$ cat config.mk
export PLATFORM = sky130hd
export DESIGN_NAME = m_data_mem_responder
export DESIGN_NICKNAME = d
export VERILOG_FILES = /design/src/rtl/m_data_mem_responder.sv
export SDC_FILE = /design/constraint.sdc
export NUM_CORES = 2
export LEC_CHECK = 0
export ABC_AREA = 1
export BUFFER_PORTS_ARGS = -buffer_cell sky130_fd_sc_hd__buf_4
export CORE_MARGIN = 10
export CORE_UTILIZATION = 25
export DETAILED_ROUTE_END_ITERATION = 10
export PLACE_DENSITY_LB_ADDON = 0.05
export SLEW_MARGIN = 20
export SYNTH_ARGS = -nofsm -noshare
export SYNTH_HDL_FRONTEND = slang
export SYNTH_SLANG_ARGS = --single-unit
$ cat constraint.sdc
create_clock -name i_clk -period 3.33 [get_ports i_clk]
set_input_delay 0.1665 -clock i_clk [delete_from_list [all_inputs] [get_ports i_clk]]
set_output_delay 0.1665 -clock i_clk [all_outputs]
set_load 0.005 [all_outputs]
$ cat src/rtl/m_data_mem_responder.sv
// Data-port responder for the single-cycle core: word RAM plus an MMIO window
// with a cycle counter, a console TX FIFO with valid/ready drain, and status.
module m_data_mem_responder #(
  parameter int RAM_WORDS  = 64,
  parameter int FIFO_DEPTH = 4
) (
  input  logic        i_clk,
  input  logic        i_reset,
  input  logic        i_WE,
  input  logic [31:0] i_address,
  input  logic [31:0] i_data_to_mem,
  output logic [31:0] o_data_from_mem,
  output logic [31:0] o_tx_data,
  output logic        o_tx_valid,
  input  logic        i_tx_ready,
  output logic        o_fault
);
  localparam int AW = $clog2(RAM_WORDS);
  localparam int PW = $clog2(FIFO_DEPTH);
  localparam int CW = PW + 1;

  logic [31:0]   mem [RAM_WORDS];
  logic [31:0]   fifo_mem [FIFO_DEPTH];
  logic [PW-1:0] rd_ptr_reg, wr_ptr_reg;
  logic [CW-1:0] count_reg;
  logic [31:0]   cycle_reg;
  logic          overflow_reg;
  logic          fault_reg;

  logic is_mmio, is_ram, is_cycle, is_tx, is_status;
  logic wr_en, tx_empty, tx_full, pop, push_req, push, push_drop;
  logic [31:0] count_ext;
  logic [2:0]  count_sat;
  logic        unused_addr_bits;

  // Byte offset bits are meaningless for word-only accesses.
  assign unused_addr_bits = ^i_address[1:0];

  assign is_mmio   = (i_address[31:16] == 16'hFFFF);
  assign is_ram    = !is_mmio && (i_address[31:2] < 30'(RAM_WORDS));
  assign is_cycle  = is_mmio && (i_address[15:2] == 14'd0);
  assign is_tx     = is_mmio && (i_address[15:2] == 14'd1);
  assign is_status = is_mmio && (i_address[15:2] == 14'd2);

  // Reset swallows any store issued in the same cycle.
  assign wr_en     = i_WE && !i_reset;
  assign tx_empty  = (count_reg == '0);
  assign tx_full   = (count_reg == CW'(FIFO_DEPTH));
  assign pop       = !tx_empty && i_tx_ready;
  assign push_req  = wr_en && is_tx;
  assign push      = push_req && (!tx_full || pop);
  assign push_drop = push_req && !push;

  always_ff @(posedge i_clk) begin
    if (wr_en && is_ram) begin
      mem[i_address[2 +: AW]] <= i_data_to_mem;
    end
  end

  always_ff @(posedge i_clk) begin
    if (push) begin
      fifo_mem[wr_ptr_reg] <= i_data_to_mem;
    end
  end

  always_ff @(posedge i_clk) begin
    if (i_reset) begin
      cycle_reg    <= '0;
      rd_ptr_reg   <= '0;
      wr_ptr_reg   <= '0;
      count_reg    <= '0;
      overflow_reg <= 1'b0;
      fault_reg    <= 1'b0;
    end else begin
      cycle_reg <= (wr_en && is_cycle) ? i_data_to_mem : cycle_reg + 32'd1;
      if (pop) begin
        rd_ptr_reg <= rd_ptr_reg + 1'b1;
      end
      if (push) begin
        wr_ptr_reg <= wr_ptr_reg + 1'b1;
      end
      case ({push, pop})
        2'b10:   count_reg <= count_reg + 1'b1;
        2'b01:   count_reg <= count_reg - 1'b1;
        default: count_reg <= count_reg;
      endcase
      // A dropped push outranks a same-cycle clear request.
      if (push_drop) begin
        overflow_reg <= 1'b1;
      end else if (wr_en && is_status && i_data_to_mem[2]) begin
        overflow_reg <= 1'b0;
      end
      if (wr_en && !is_ram && !is_mmio) begin
        fault_reg <= 1'b1;
      end
    end
  end

  always_comb begin
    count_ext = 32'(count_reg);
    count_sat = (count_ext > 32'd7) ? 3'd7 : count_ext[2:0];
  end

  always_comb begin
    o_data_from_mem = '0;
    if (is_ram) begin
      o_data_from_mem = mem[i_address[2 +: AW]];
    end else if (is_cycle) begin
      o_data_from_mem = cycle_reg;
    end else if (is_status) begin
      o_data_from_mem = {26'b0, count_sat, overflow_reg, tx_full, tx_empty};
    end
  end

  assign o_tx_valid = !tx_empty;
  assign o_tx_data  = tx_empty ? 32'd0 : fifo_mem[rd_ptr_reg];
  assign o_fault    = fault_reg;
endmodule
Word-level counts from Yosys, hierarchy flattened
Memory sizes are Yosys's and may differ from the RTL's. A register that Yosys moved wholly into a read port is not among the register bits.
Cells that the tools add are included.
{ "op_classes": {"add_sub_neg": 5, "n_lt_le_gt_ge": 1, "eq_ne": 6, "n_mux": 14, "n_reduce_logical": 26} }
{ "op_table": {"columns": ["cell", "count"], "rows": [
  ["$mux W32", 4],
  ["$add A32 B1 Y32 const B", 1],
  ["$lt A30 B7 Y1 const B", 1],
  ["$eq A16 B16 Y1 const B", 1],
  ["$logic_and A1 B1 Y1", 15],
  ["$eq A14 B1 Y1 const B", 1],
  ["$eq A14 B2 Y1 const B", 1],
  ["$logic_not A14 Y1", 1],
  ["$logic_not A1 Y1", 6],
  ["$mux W1", 6],
  ["$mux W6", 1],
  ["$pmux W3 S2", 1],
  ["$add A2 B1 Y2 const B", 2],
  ["$mux W2", 2],
  ["$reduce_bool A2 Y1", 2],
  ["$add A3 B1 Y3 const B", 1],
  ["$eq A3 B3 Y1 const B", 1],
  ["$logic_not A3 Y1", 1],
  ["$sub A3 B1 Y3 const B", 1],
  ["$eq A2 B1 Y1 const B", 1],
  ["$eq A2 B2 Y1 const B", 1],
  ["$logic_or A1 B1 Y1", 1]
]} }
{ "totals": {"reg_bits": 41, "ram_bits": 2176, "input_bits": 68, "word_cells": 60, "memories": 2} }
{ "memory_table": {"columns": ["name", "words", "width", "read_ports", "rd_clocked_by_memory_dff", "write_ports", "line", "rtl"], "rows": [
  ["mem", 64, 32, 1, 0, 1, "22", "logic [31:0] mem [RAM_WORDS];"],
  ["fifo_mem", 4, 32, 1, 1, 1, "23", "logic [31:0] fifo_mem [FIFO_DEPTH];"]
]} }

Logic depth before layout (Yosys ltp)
{ "logic_depth": {"depth_word": 8, "depth_mapped": 15, "mapped_depth_nobuf": 13} }

Worst setup path before layout
No wires, ideal clock.
{ "synth_timing": {"kind": "input to register", "from": "input port i_address[9]", "to": "memory mem[1][0] (enable)", "setup_ns": 0.461, "arrival_ns": 3.147, "slack_ns": -0.278, "path_stages": 6, "path_cell_list": "or2_1 > nor2_2 > inv_2 > nor2_4 > inv_2 > nor3_1"} }
{ "synth_between": {"elab_chain_cells": 5} }
{ "synth_rtl": {"columns": ["element", "line", "rtl"], "rows": [
  ["start, declared", "10", "input logic [31:0] i_address,"],
  ["$lt A30 B7 Y1", "40", "assign is_ram = !is_mmio && (i_address[31:2] < 30'(RAM_WORDS));"],
  ["$logic_and A1 B1 Y1", "40", null],
  ["$logic_and A1 B1 Y1", "55", "if (wr_en && is_ram) begin"],
  ["$mux W1", "55", null],
  ["$mux W1 (implied by the code)", "56", "mem[i_address[2 +: AW]] <= i_data_to_mem;"],
  ["end, declared", "22", null]
]} }
No other way between the ends.

Final worst setup path
{ "layout_timing": {"from": "memory mem[38][4]", "to": "output port o_data_from_mem[4]"} }
{ "layout_between": {"elab_chain_cells": 2} }
{ "layout_rtl": {"columns": ["element", "line", "rtl"], "rows": [
  ["$mem_v2 Z64 W32", null, null],
  ["$mux W32", "106", "if (is_ram) begin"],
  ["end, declared", "12", "output logic [31:0] o_data_from_mem,"]
]} }
No other way between the ends.

==> metrics.cfg <==
[die]
rows = 225
top_level_ports = 134
initial_core_utilization_pct = 25.1
chipHeight_um = 633
die-area_um2 = 401000
design.core.area_um2 = 375000
floorplan.die.width_um = 633

[clocking]
cts_root_buffer = sky130_fd_sc_hd__clkbuf_16
number_of_clock_buffers_inserted_by_tritoncts = 278
numClockSinks = 2219
cts.repair_timing.setup_buffer_count = 0
cts.path.max_buffers = 4
tritoncts = done
cts-htree-levels = 5
clk_latency_ps = 900
clk_pin_slew_ps = 60

[finish]
syn2layout_area_growth_pct = 21.1
seq_area_um2 = 66200
multi_input_gate_area_um2 = 22700
post-route-cell-area_um2 = 114000
post_route_cells_drive_above_1_share_pct = 10.1
finish.net_count = 9568
fillers = 38500
largest_reg_flops = 2048

[synthesis]
synth_compound_gate_area_share_pct = 1.79
ys_seq_area_share_pct = 70.4
synth_edf_count = 2176
synth.avg_cell_area_um2 = 10.4
mappedNetlistNets = 9158
synthDominantCellAreaShare_pct = 69.5
yosysWarningCount = 0
synth_mux_area_share_pct = 0
synth-xor-area-share_pct = 0.242
yosys-top-cells-count = sky130_fd_sc_hd__nand2_1 (3,748), sky130_fd_sc_hd__edfxtp_1 (2,176), sky130_fd_sc_hd__inv_1 (1,012), sky130_fd_sc_hd__nand3_1 (737), sky130_fd_sc_hd__nor2_1 (441)
synth_top_cells_by_area = sky130_fd_sc_hd__edfxtp_1 (69%), sky130_fd_sc_hd__nand2_1 (15%), sky130_fd_sc_hd__inv_1 (4.0%)
post_synthesis_instance_area_um2 = 94100
synthAdderAreaFrac_pct = 0.0878
synth_most_common_cell = sky130_fd_sc_hd__nand2_1
postSynth.asyncResetShare_pct = 0
synth_top_family_by_area = simple AND/OR/NAND/NOR gates
yosys_register_bits = 2219
post_synth_and_or_nand_nor_area_fraction_pct = 21.4
yosysTopAreaCell = sky130_fd_sc_hd__edfxtp_1
synth_flop_cell = sky130_fd_sc_hd__edfxtp_1
ys_types = 34
synthCells = 9084

[timing]
slew_worst_pin_ps = 1140
setup_viol = 0
fin_crit_ps = 3230
unrepaired_setup_endpoints_after_global_routing = no
fin_worst_skew_ps = 21.9
max-slew-margin-rel_pct = 23.9
final_setup_tns_ps = 0
slew_violations = 0
hold_violations = 0
post-route-worst-setup-slack_ps = 104
maxClockFrequency_ghz = 0.310
min_period_over_period_pct = 96.9

[placed_design]
dpl-instance-area_um2 = 105000
placement.io_buffers = 131
pre_cts_slack_ps = 98.0
gp_congestion = 0.840
place.detailed.hpwl_um = 215000

[setup_path]
timing.critical_path.from = mem[38][4]$_DFFE_PP_
worst_path_max_delay_cell = sky130_fd_sc_hd__o21ai_2
worst_path_largest_cell_delay_ps = 370
cp_data_required_time_ps = 3160
rr_startpoint = cycle_reg[0]$_SDFF_PP0_
slack_of_the_worst_reg_to_reg_path_ps = 1170
worstPathMaxFanout = 1
end_kind = output pin
timing.critical_path.mode_cell = sky130_fd_sc_hd__nand2_1
critical_path.startpoint_type = flop
worst-setup-path-type = reg -> out
ff2ff_path_depth = 9
worstReg2RegEnd = cycle_reg[22]$_SDFF_PP0_
crit_path_cell_chain = inv_1, nand2_1, nand3_1, nand2_1, nand2_1, nand2_1, inv_1, nand2_1, nand2_1, nand2_1, o21ai_2, nand2_1, buf_4
signal_arrival_time_at_the_worst_endpoint_ps = 3060

[outcome]
status = finished clean

[global_routing]
grt_pass1_wl_um = 508000
initial_antenna_violation_count = 40
globalRoute.totalOverflow = 0
pin_count_of_the_biggest_net_entering_global_routing = 75
grt_pass1_vias = 62600
grt.total_usage_pct = 17.7

[pwr]
power_per_cell_area_nw_per_um2 = 564
post-layout-total-power_mw = 64.3
power.ir.vdd_worst_uv = 347
power.leakage_nw = 45.3

[drt]
detail_route.wirelength_um = 366000
postRouteAntennaNets = 0
drt_iter0_drc = 4883
total_number_of_vias = 64100
wl_per_cell_um = 24.9
dr.pass1.iters = 7
via_per_inst = 4.35
remaining_drc_errors = 0

[min_path]
hold_start = i_data_to_mem[17]
worst_hold_path.num_cells = 1
hold_class = in -> reg
holdPathEnd = mem[19][17]$_DFFE_PP_

[run]
drv_cap = 0

layout by cell type, fill, tap and decap left out, types with 76 or more instances in the layout:
cell                        netlist  layout
sky130_fd_sc_hd__clkbuf_16        0     286
sky130_fd_sc_hd__nor2_1         441     367
sky130_fd_sc_hd__nand3_1        737     737
sky130_fd_sc_hd__nor2_4           3      76
sky130_fd_sc_hd__a21oi_1        169     169
sky130_fd_sc_hd__buf_12           0     156
sky130_fd_sc_hd__edfxtp_1      2176    2176
sky130_fd_sc_hd__buf_4            1     366
sky130_fd_sc_hd__inv_1         1012    1008
sky130_fd_sc_hd__o21ai_0        118     118
sky130_fd_sc_hd__nand2_1       3748    3744
routing by layer:
layer	GRT usage, %	wire, µm
met4	4.71	10200
met1	24.6	171000
met2	29.6	172000
met3	1.65	12600
met5	0	0
layout make-up:
| cell class | instances | share of cell area (%) |
|---|---|---|
| diodes | 16 | 0.0351 |
| clock buffers | 360 | 6.53 |
| clock inverters | 127 | 0.893 |
| inverters | 1023 | 3.39 |
| multi-input cells | 5399 | 19.9 |
| flip-flops and latches | 2219 | 58.1 |
| well taps | 4994 | 5.48 |
| repair buffers | 573 | 5.61 |
stage by stage:
| step | util [%] | cells | hold WS [ps] |
|---|---|---|---|
| 6_report | 30.4 | 14700 | 9.55 |
| 5_1_grt | 30.3 | 14700 | 31.7 |
| 4_1_cts | 30.3 | 14700 | 5.33 |
| 3_5_place_dp | 28.0 | 14200 | 428 |
| 3_3_place_gp | 28.0 | 14200 | 424 |
| 2_1_floorplan | - | 9084 | 236 |
critical path: cells and delay by family, from the launching register on:
| family | cells | cell delay, ps |
|---|---|---|
| flip-flops | 1 | 360 |
| buffers and inverters | 3 | 370 |
| AO/OA/AOI/OAI | 1 | 370 |
| AND/OR/NAND/NOR | 9 | 1060 |
how the worst max path moves through the flow:
| stage | slack (ps) | cells after the start | endpoint |
|---|---|---|---|
| after CTS | 10 | 15 | o_data_from_mem[18] |
| after floorplan | 180 | 8 | mem[10][0]$_DFFE_PP_ |
| after global routing | 5 | 15 | o_data_from_mem[7] |
| after global placement | 100 | 14 | o_data_from_mem[4] |
| after detailed placement | 100 | 14 | o_data_from_mem[4] |
| final | 100 | 13 | o_data_from_mem[4] |
cell families (layout without fill, tap and decap cells):
kind of cell	count (synthesis)	after routing
other	0	16
adders and majority gates	6	6
AOI/OAI and AO/OA	334	334
DFF	2219	2219
buffers and inverters	1466	2083
xor gates and xnor gates	26	26
and+or+nand+nor	5033	5033
timing repair:
item | 4_1_cts | 5_1_grt
endpoints found under the setup margin | 4 | 7
resized for setup | 4 | 7
hold endpoints to repair | 985 | 0
hold buffers | 46 | 0
pin swaps | 0 | 0
power by group:
part / internal (mW) / total, mW / switching, mW
clock network: 16.7 / 28.9 / 12.2
registers: 30.7 / 30.7 / 0.0110
logic: 1.19 / 4.68 / 3.49
total: 48.5 / 64.3 / 15.7
No activity file was read; power rests on OpenSTA's default activity.
